### src/rtl/fpu_pkg.sv
// Shared types and constants for the FPU arbiter slice.
// FSM state encoding, FPU command codes, default operand width.
package fpu_pkg;

    typedef enum logic [1:0] {
        IDLE = 2'd0,
        EXEC = 2'd1,
        RESP = 2'd2
    } fpu_arb_state_e;

    localparam logic [3:0] FPU_CMD_ADD   = 4'd0;
    localparam int         FPU_BUS_WIDTH = 32;

endpackage

### src/rtl/fpu_rr_arbiter2.sv
// Combinational 2-way round-robin grant.
// Ports: i_last (last granted id), i_valid[1:0] -> o_grant[1:0] one-hot.
module fpu_rr_arbiter2 (
    input  logic       i_last,
    input  logic [1:0] i_valid,
    output logic [1:0] o_grant
);

    always_comb begin
        o_grant = i_valid;
        // On a tie the requester not served last time wins.
        if (&i_valid) begin
            o_grant = i_last ? 2'b01 : 2'b10;
        end
    end

endmodule

### src/rtl/fpu_arbiter.sv
// Shares one combinational FPU between two valid/ready requesters.
// Ports: clk, rst (sync, active-high); req0/1 valid/ready/a/b/cmd;
//   rsp0/1 valid/ready/result; fpu_ain/bin/cmd out, fpu_result in;
//   busy. Macro FPU_ARB_PERF_EN adds grant_cnt0/1 and stall_cnt.
module fpu_arbiter
    import fpu_pkg::*;
#(
    parameter int BUS_WIDTH = FPU_BUS_WIDTH,
    parameter int LATENCY   = 2
) (
    input  logic                 clk,
    input  logic                 rst,
    input  logic                 req0_valid,
    output logic                 req0_ready,
    input  logic [BUS_WIDTH-1:0] req0_a,
    input  logic [BUS_WIDTH-1:0] req0_b,
    input  logic [3:0]           req0_cmd,
    input  logic                 req1_valid,
    output logic                 req1_ready,
    input  logic [BUS_WIDTH-1:0] req1_a,
    input  logic [BUS_WIDTH-1:0] req1_b,
    input  logic [3:0]           req1_cmd,
    output logic                 rsp0_valid,
    input  logic                 rsp0_ready,
    output logic [BUS_WIDTH-1:0] rsp0_result,
    output logic                 rsp1_valid,
    input  logic                 rsp1_ready,
    output logic [BUS_WIDTH-1:0] rsp1_result,
    output logic [BUS_WIDTH-1:0] fpu_ain,
    output logic [BUS_WIDTH-1:0] fpu_bin,
    output logic [3:0]           fpu_cmd,
    input  logic [BUS_WIDTH-1:0] fpu_result,
`ifdef FPU_ARB_PERF_EN
    output logic [15:0]          grant_cnt0,
    output logic [15:0]          grant_cnt1,
    output logic [15:0]          stall_cnt,
`endif
    output logic                 busy
);

    localparam logic [3:0] LAT_M1 = 4'(LATENCY - 1);

    fpu_arb_state_e       r_state;
    fpu_arb_state_e       w_state_nxt;
    logic                 r_last;
    logic                 r_owner;
    logic [3:0]           r_cnt;
    logic [BUS_WIDTH-1:0] r_ain;
    logic [BUS_WIDTH-1:0] r_bin;
    logic [3:0]           r_cmd;
    logic [1:0]           r_rsp_valid;
    logic [BUS_WIDTH-1:0] r_res0;
    logic [BUS_WIDTH-1:0] r_res1;

    logic [1:0]           w_grant;
    logic [1:0]           w_ready;
    logic                 w_hs;
    logic                 w_win;
    logic                 w_rsp_take;

    fpu_rr_arbiter2 u_rr (
        .i_last  (r_last),
        .i_valid ({req1_valid, req0_valid}),
        .o_grant (w_grant)
    );

    // Grant only matters while idle; a grant implies its valid.
    assign w_ready    = (r_state == IDLE) ? w_grant : 2'b00;
    assign w_hs       = |w_ready;
    assign w_win      = w_ready[1];
    assign w_rsp_take = (r_state == RESP) &&
                        (r_owner ? rsp1_ready : rsp0_ready);

    always_comb begin
        w_state_nxt = r_state;
        unique case (r_state)
            IDLE: if (w_hs) w_state_nxt = EXEC;
            EXEC: if (r_cnt == 4'd0) w_state_nxt = RESP;
            RESP: if (w_rsp_take) w_state_nxt = IDLE;
            default: w_state_nxt = IDLE;
        endcase
    end

    always_ff @(posedge clk) begin
        if (rst) begin
            r_state <= IDLE;
        end else begin
            r_state <= w_state_nxt;
        end
    end

    always_ff @(posedge clk) begin
        if (rst) begin
            r_last      <= 1'b1;
            r_owner     <= 1'b0;
            r_cnt       <= 4'd0;
            r_ain       <= '0;
            r_bin       <= '0;
            r_cmd       <= FPU_CMD_ADD;
            r_rsp_valid <= 2'b00;
            r_res0      <= '0;
            r_res1      <= '0;
        end else begin
            if (w_hs) begin
                r_ain   <= w_win ? req1_a : req0_a;
                r_bin   <= w_win ? req1_b : req0_b;
                r_cmd   <= w_win ? req1_cmd : req0_cmd;
                r_owner <= w_win;
                r_last  <= w_win;
                r_cnt   <= LAT_M1;
            end
            if (r_state == EXEC) begin
                if (r_cnt == 4'd0) begin
                    if (r_owner) begin
                        r_res1         <= fpu_result;
                        r_rsp_valid[1] <= 1'b1;
                    end else begin
                        r_res0         <= fpu_result;
                        r_rsp_valid[0] <= 1'b1;
                    end
                end else begin
                    r_cnt <= r_cnt - 4'd1;
                end
            end
            if (w_rsp_take) begin
                r_rsp_valid <= 2'b00;
            end
        end
    end

    assign req0_ready  = w_ready[0];
    assign req1_ready  = w_ready[1];
    assign rsp0_valid  = r_rsp_valid[0];
    assign rsp1_valid  = r_rsp_valid[1];
    assign rsp0_result = r_res0;
    assign rsp1_result = r_res1;
    assign fpu_ain     = r_ain;
    assign fpu_bin     = r_bin;
    assign fpu_cmd     = r_cmd;
    assign busy        = (r_state != IDLE);

`ifdef FPU_ARB_PERF_EN
    logic [15:0] r_gcnt0;
    logic [15:0] r_gcnt1;
    logic [15:0] r_stall;
    logic        w_stall;

    assign w_stall = (req0_valid && !w_ready[0]) ||
                     (req1_valid && !w_ready[1]);

    always_ff @(posedge clk) begin
        if (rst) begin
            r_gcnt0 <= 16'd0;
            r_gcnt1 <= 16'd0;
            r_stall <= 16'd0;
        end else begin
            if (w_ready[0] && r_gcnt0 != 16'hFFFF) r_gcnt0 <= r_gcnt0 + 16'd1;
            if (w_ready[1] && r_gcnt1 != 16'hFFFF) r_gcnt1 <= r_gcnt1 + 16'd1;
            if (w_stall && r_stall != 16'hFFFF) r_stall <= r_stall + 16'd1;
        end
    end

    assign grant_cnt0 = r_gcnt0;
    assign grant_cnt1 = r_gcnt1;
    assign stall_cnt  = r_stall;
`endif

endmodule
### config.mk
export PLATFORM = sky130hd
export DESIGN_NAME = fpu_arbiter
export DESIGN_NICKNAME = d
export VERILOG_FILES = /design/src/rtl/fpu_pkg.sv /design/src/rtl/fpu_rr_arbiter2.sv /design/src/rtl/fpu_arbiter.sv
export SDC_FILE = /design/constraint.sdc
export NUM_CORES = 1
export LEC_CHECK = 0
export CAP_MARGIN = 20
export CORE_MARGIN = 3
export CORE_UTILIZATION = 41
export DETAILED_ROUTE_END_ITERATION = 12
export PLACE_DENSITY = 0.81
export REMOVE_ABC_BUFFERS = 1
export SLEW_MARGIN = 30
export SYNTH_ARGS = -nofsm -noshare
export SYNTH_HDL_FRONTEND = slang
export SYNTH_HIERARCHICAL = 1
export SYNTH_SLANG_ARGS = --single-unit
export TNS_END_PERCENT = 1
### constraint.sdc
create_clock -name clk -period 2.3 [get_ports clk]
set_input_delay 0.345 -clock clk [delete_from_list [all_inputs] [get_ports clk]]
set_output_delay 0.345 -clock clk [all_outputs]
set_load 0.005 [all_outputs]
==> metrics.md <==
| Metric | Value |
|---|---|
| Run status | completed |
| Clock sinks | 142 |
| Leakage Power | 0.00446 µW |
| Part of the power in the clock network | approximately a third |
| Startpoint Class | input pin |
| Placer congestion estimate | 0.781 |
| Proportion of synthesized flip-flops having asynchronous set or reset | 0% |
| Multiplexer share of the synthesized area | 10.2% |
| TritonCTS clock tree | done |
| Logic gate share of total power | 28.2% |
| Class of the tightest hold or removal check | in -> reg |
| Max frequency | roughly 0.46 GHz |
| Top-level port count | 311 |
| Area overhead of the layout relative to synthesis | 61.4% |
| Initial standard-cell utilization of the core | approximately 42% |
| Total vias in the final route | 6,329 |
| Number of enable flip-flop cells after synthesis | 0 |
| Adder and majority cell fraction of the synthesized area | 0.196% |
| Simple logic cell fraction of the synthesized area | between 10% and 20% |
| Register share of total power | a little under two fifths |
| Synth area leaders | dfxtp_1 44%, mux2i_1 10%, a221oi_1 9.2%, a22o_1 9.2%, inv_1 8.3% |
| Largest fanout on the critical path | 4 |
| Distinct cell type count after synthesis | 42 |
| Area fraction in compound gates after synthesis | 20.5% |
| Root buffer cell | clkbuf_16 |
| Top cell types by occurrence after synthesis | 142 x dfxtp_1, 141 x inv_1, 99 x nand2_1, 71 x nor2_1 |
| Post-route cell area | between 10,000 and 15,000 µm² |
| Sequential share of the synthesized area | 44.5% |
| Total wirelength of the detailed-routed design | roughly 21 mm |
| Net switching power | 2220 µW |
| Wire length of the first global-routing pass | between 30 and 40 mm |
| PnR worst setup slack | 0.106 ns |
| Worst-case vdd ir drop | 519 µV |
| Die area | 17,100 µm² |
| GR Util All Layers | 23.3% |
| Final cell utilization of the core | 67.8% |
| Post-route clock skew | approximately 0.0075 ns |
| Worst EP required | 1.96 ns |
| Final routed DRC violation total | 0 |
| Part of the cycle the worst path needs | ~95% |
| Library cell occupying the most area in the post-synthesis netlist | dfxtp_1 |
| Fraction of synthesized cell area in xor and xnor cells | 0% |
| Number of buffers inserted during clock tree synthesis | 17 |
| Buffers from clock root to sink, at most | 2 |
| Number of H-tree levels | 4 |
| Via count of the first global-routing pass | about 6,000 |
| Number of nets in the layout | 1,217 |
| Critical Path End Type | output pin |
| Die X-Extent | roughly 130 µm |
| Arrival time of the worst setup path | 1.85 ns |
| HPWL after DPL | 15.0 mm |
| Fraction of final layout cells sized beyond drive strength 1 | 6.35% |
| Post-Syn Area | 6390 µm² |
| Actual slew at the worst max-slew pin | between 0.8 and 0.9 ns |
| # port buffers | 310 |
| CTS Hold Buffers Added | 0 |
| Fraction of power spent switching nets | around 29% |
| Reported max-cap violation count | 0 |
| Routed len/inst | 16.7 µm |
| Most frequent cell after synthesis | dfxtp_1 |
| Final Slew Violations | 0 |
| Die height | 131 µm |
| Number of hold violations in the final report | 0 |
| Gr ovfl total | 0 |
| Dominant combinational cell family by area after synthesis | compound AO/OA/AOI/OAI gates |
| Dpl ws | -0.0892 ns |
| Insertion delay of the later-clocked pin in the worst-skew pair | 0.42 ns |
| Number of antenna violations at the first check in global routing | 0 |
| Critical setup path kind | in -> out |
| Setup repair after global routing missed its margin | false |
| Syn Inst Count | 752 |
| Final setup violation count | 0 |
| Portion of synthesized cell area occupied by the leading cell type | ~44% |
| Overall power after layout | 7740 µW |
| Largest net degree at the start of global routing | between 70 and 80 |
| Total power density per cell area | 750 nW/µm² |
| Antenna-violating nets left | 0 |
| Drt initial violations | 307 |
| Yosys Warn Count | 6 |
| Post-synthesis area per instance | 8.50 µm² |
| Time the final worst path needs with I/O delays and setup | roughly 2.2 ns |
| Register bit total from synthesis | 142 |
| Min-Delay Startpoint | rst |
| Detail-routed via count per cell | between 5 and 6 |
| Primary flip-flop cell chosen by synthesis mapping | dfxtp_1 |
| Clock-pin slew on the worst setup and hold paths | 0.06 ns |
| Origin of the critical flop-to-flop path | r_cnt[0] |
| Pint | 5510 µW |
| Remaining max-slew budget at the tightest pin | 43.0% |
| Startpoint of the worst setup timing path | req1_valid |
| Post-Place Cell Area | 9740 µm² |
| Row Count | 45 |
| Core Region | 15,200 µm² |
| First-pass iteration count of the detailed router | 4 |
==> through the flow <==
step                cells  setup TNS [ns]  hold WS (ns)
detailed placement   1210         -0.0892         0.439
CTS                  1243               0         0.429
floorplan             689         -810.87         0.414
global route         1243               0         0.474
finish               1244               0         0.447
global placement     1210         -0.0533         0.440
==> layer usage <==
layer	part of all wire [%]	track usage, %	vias to the layer above
li1	-	-	3116
met1	40	26.9	2934
met2	48	39.8	250
met3	9.6	9.27	29
met4	2.1	7.32	0
met5	0	0	-
==> cell type report <==
cell class	instances	area, µm²
multi-input combinational	405	2780
inverter	142	533
tap	188	235
clock inverter	14	134
sequential	142	2840
fill	1187	4890
antenna	1	2.50
timing repair buffer	334	3350
clock buffer	18	429
==> state kept, by name, summed over array words and instances, names as in the netlist <==
name,flops
fpu_bin,32
rsp1_result,32
r_last,1
fpu_ain,32
rsp0_result,32
r_state,2
r_cnt,4
r_rsp_valid,2
fpu_cmd,4
r_owner,1
==> power groups by stage <==
stage	clock [µW]	combinational [µW]	sequential (µW)
3_5_place_dp	0	2170	2990
5_1_grt	2770	2360	2980
4_1_cts	2660	2190	2940
3_3_place_gp	0	2160	2980
6_report	2610	2180	2940
2_1_floorplan	0	916	3000
==> critical path, stage by stage <==
cell             delay (ns)
clkdlybuf4s50_1        0.53
a21boi_4               0.27
and2_1                 0.19
clkdlybuf4s50_1        0.52
==> kinds of logic (layout without fill, tap and decap cells) <==
| group | after synthesis | in the layout |
|---|---|---|
| compound gates | 153 | 153 |
| fa+ha+maj | 1 | 1 |
| mux | 65 | 65 |
| other cells | 0 | 1 |
| buf+inv | 205 | 508 |
| flops | 142 | 142 |
| simple gates | 186 | 186 |
==> cells in the final DEF, fill, tap and decap left out, types with 4 or more instances in the layout <==
cell,synthesis,routed
buf_12,0,6
nand2_1,99,99
mux2i_1,64,64
inv_1,141,141
buf_4,0,18
clkbuf_16,0,17
a22o_1,67,67
dfxtp_1,142,141
inv_6,0,5
nor2_1,71,71
clkdlybuf4s50_1,0,308
clkinv_4,0,4
a31oi_1,4,4
a221oi_1,67,67
==> timing repair <==
item,4_1_cts,5_1_grt
endpoints found under the hold margin,0,0
setup buffers,1,0
endpoints found under the setup margin,1,0
resized for setup,3,0
==> final timing paths <==
check / endpoint / cells after the start / slack (ns)
worst min register to register: r_rsp_valid[1] / 2 / 0.45
worst min-delay path: rsp0_result[24] / 4 / 0.45
worst max register to register: rsp1_result[26] / 6 / 0.47
worst max-delay path: req1_ready / 4 / 0.11
(Power assumes the default switching activity.)
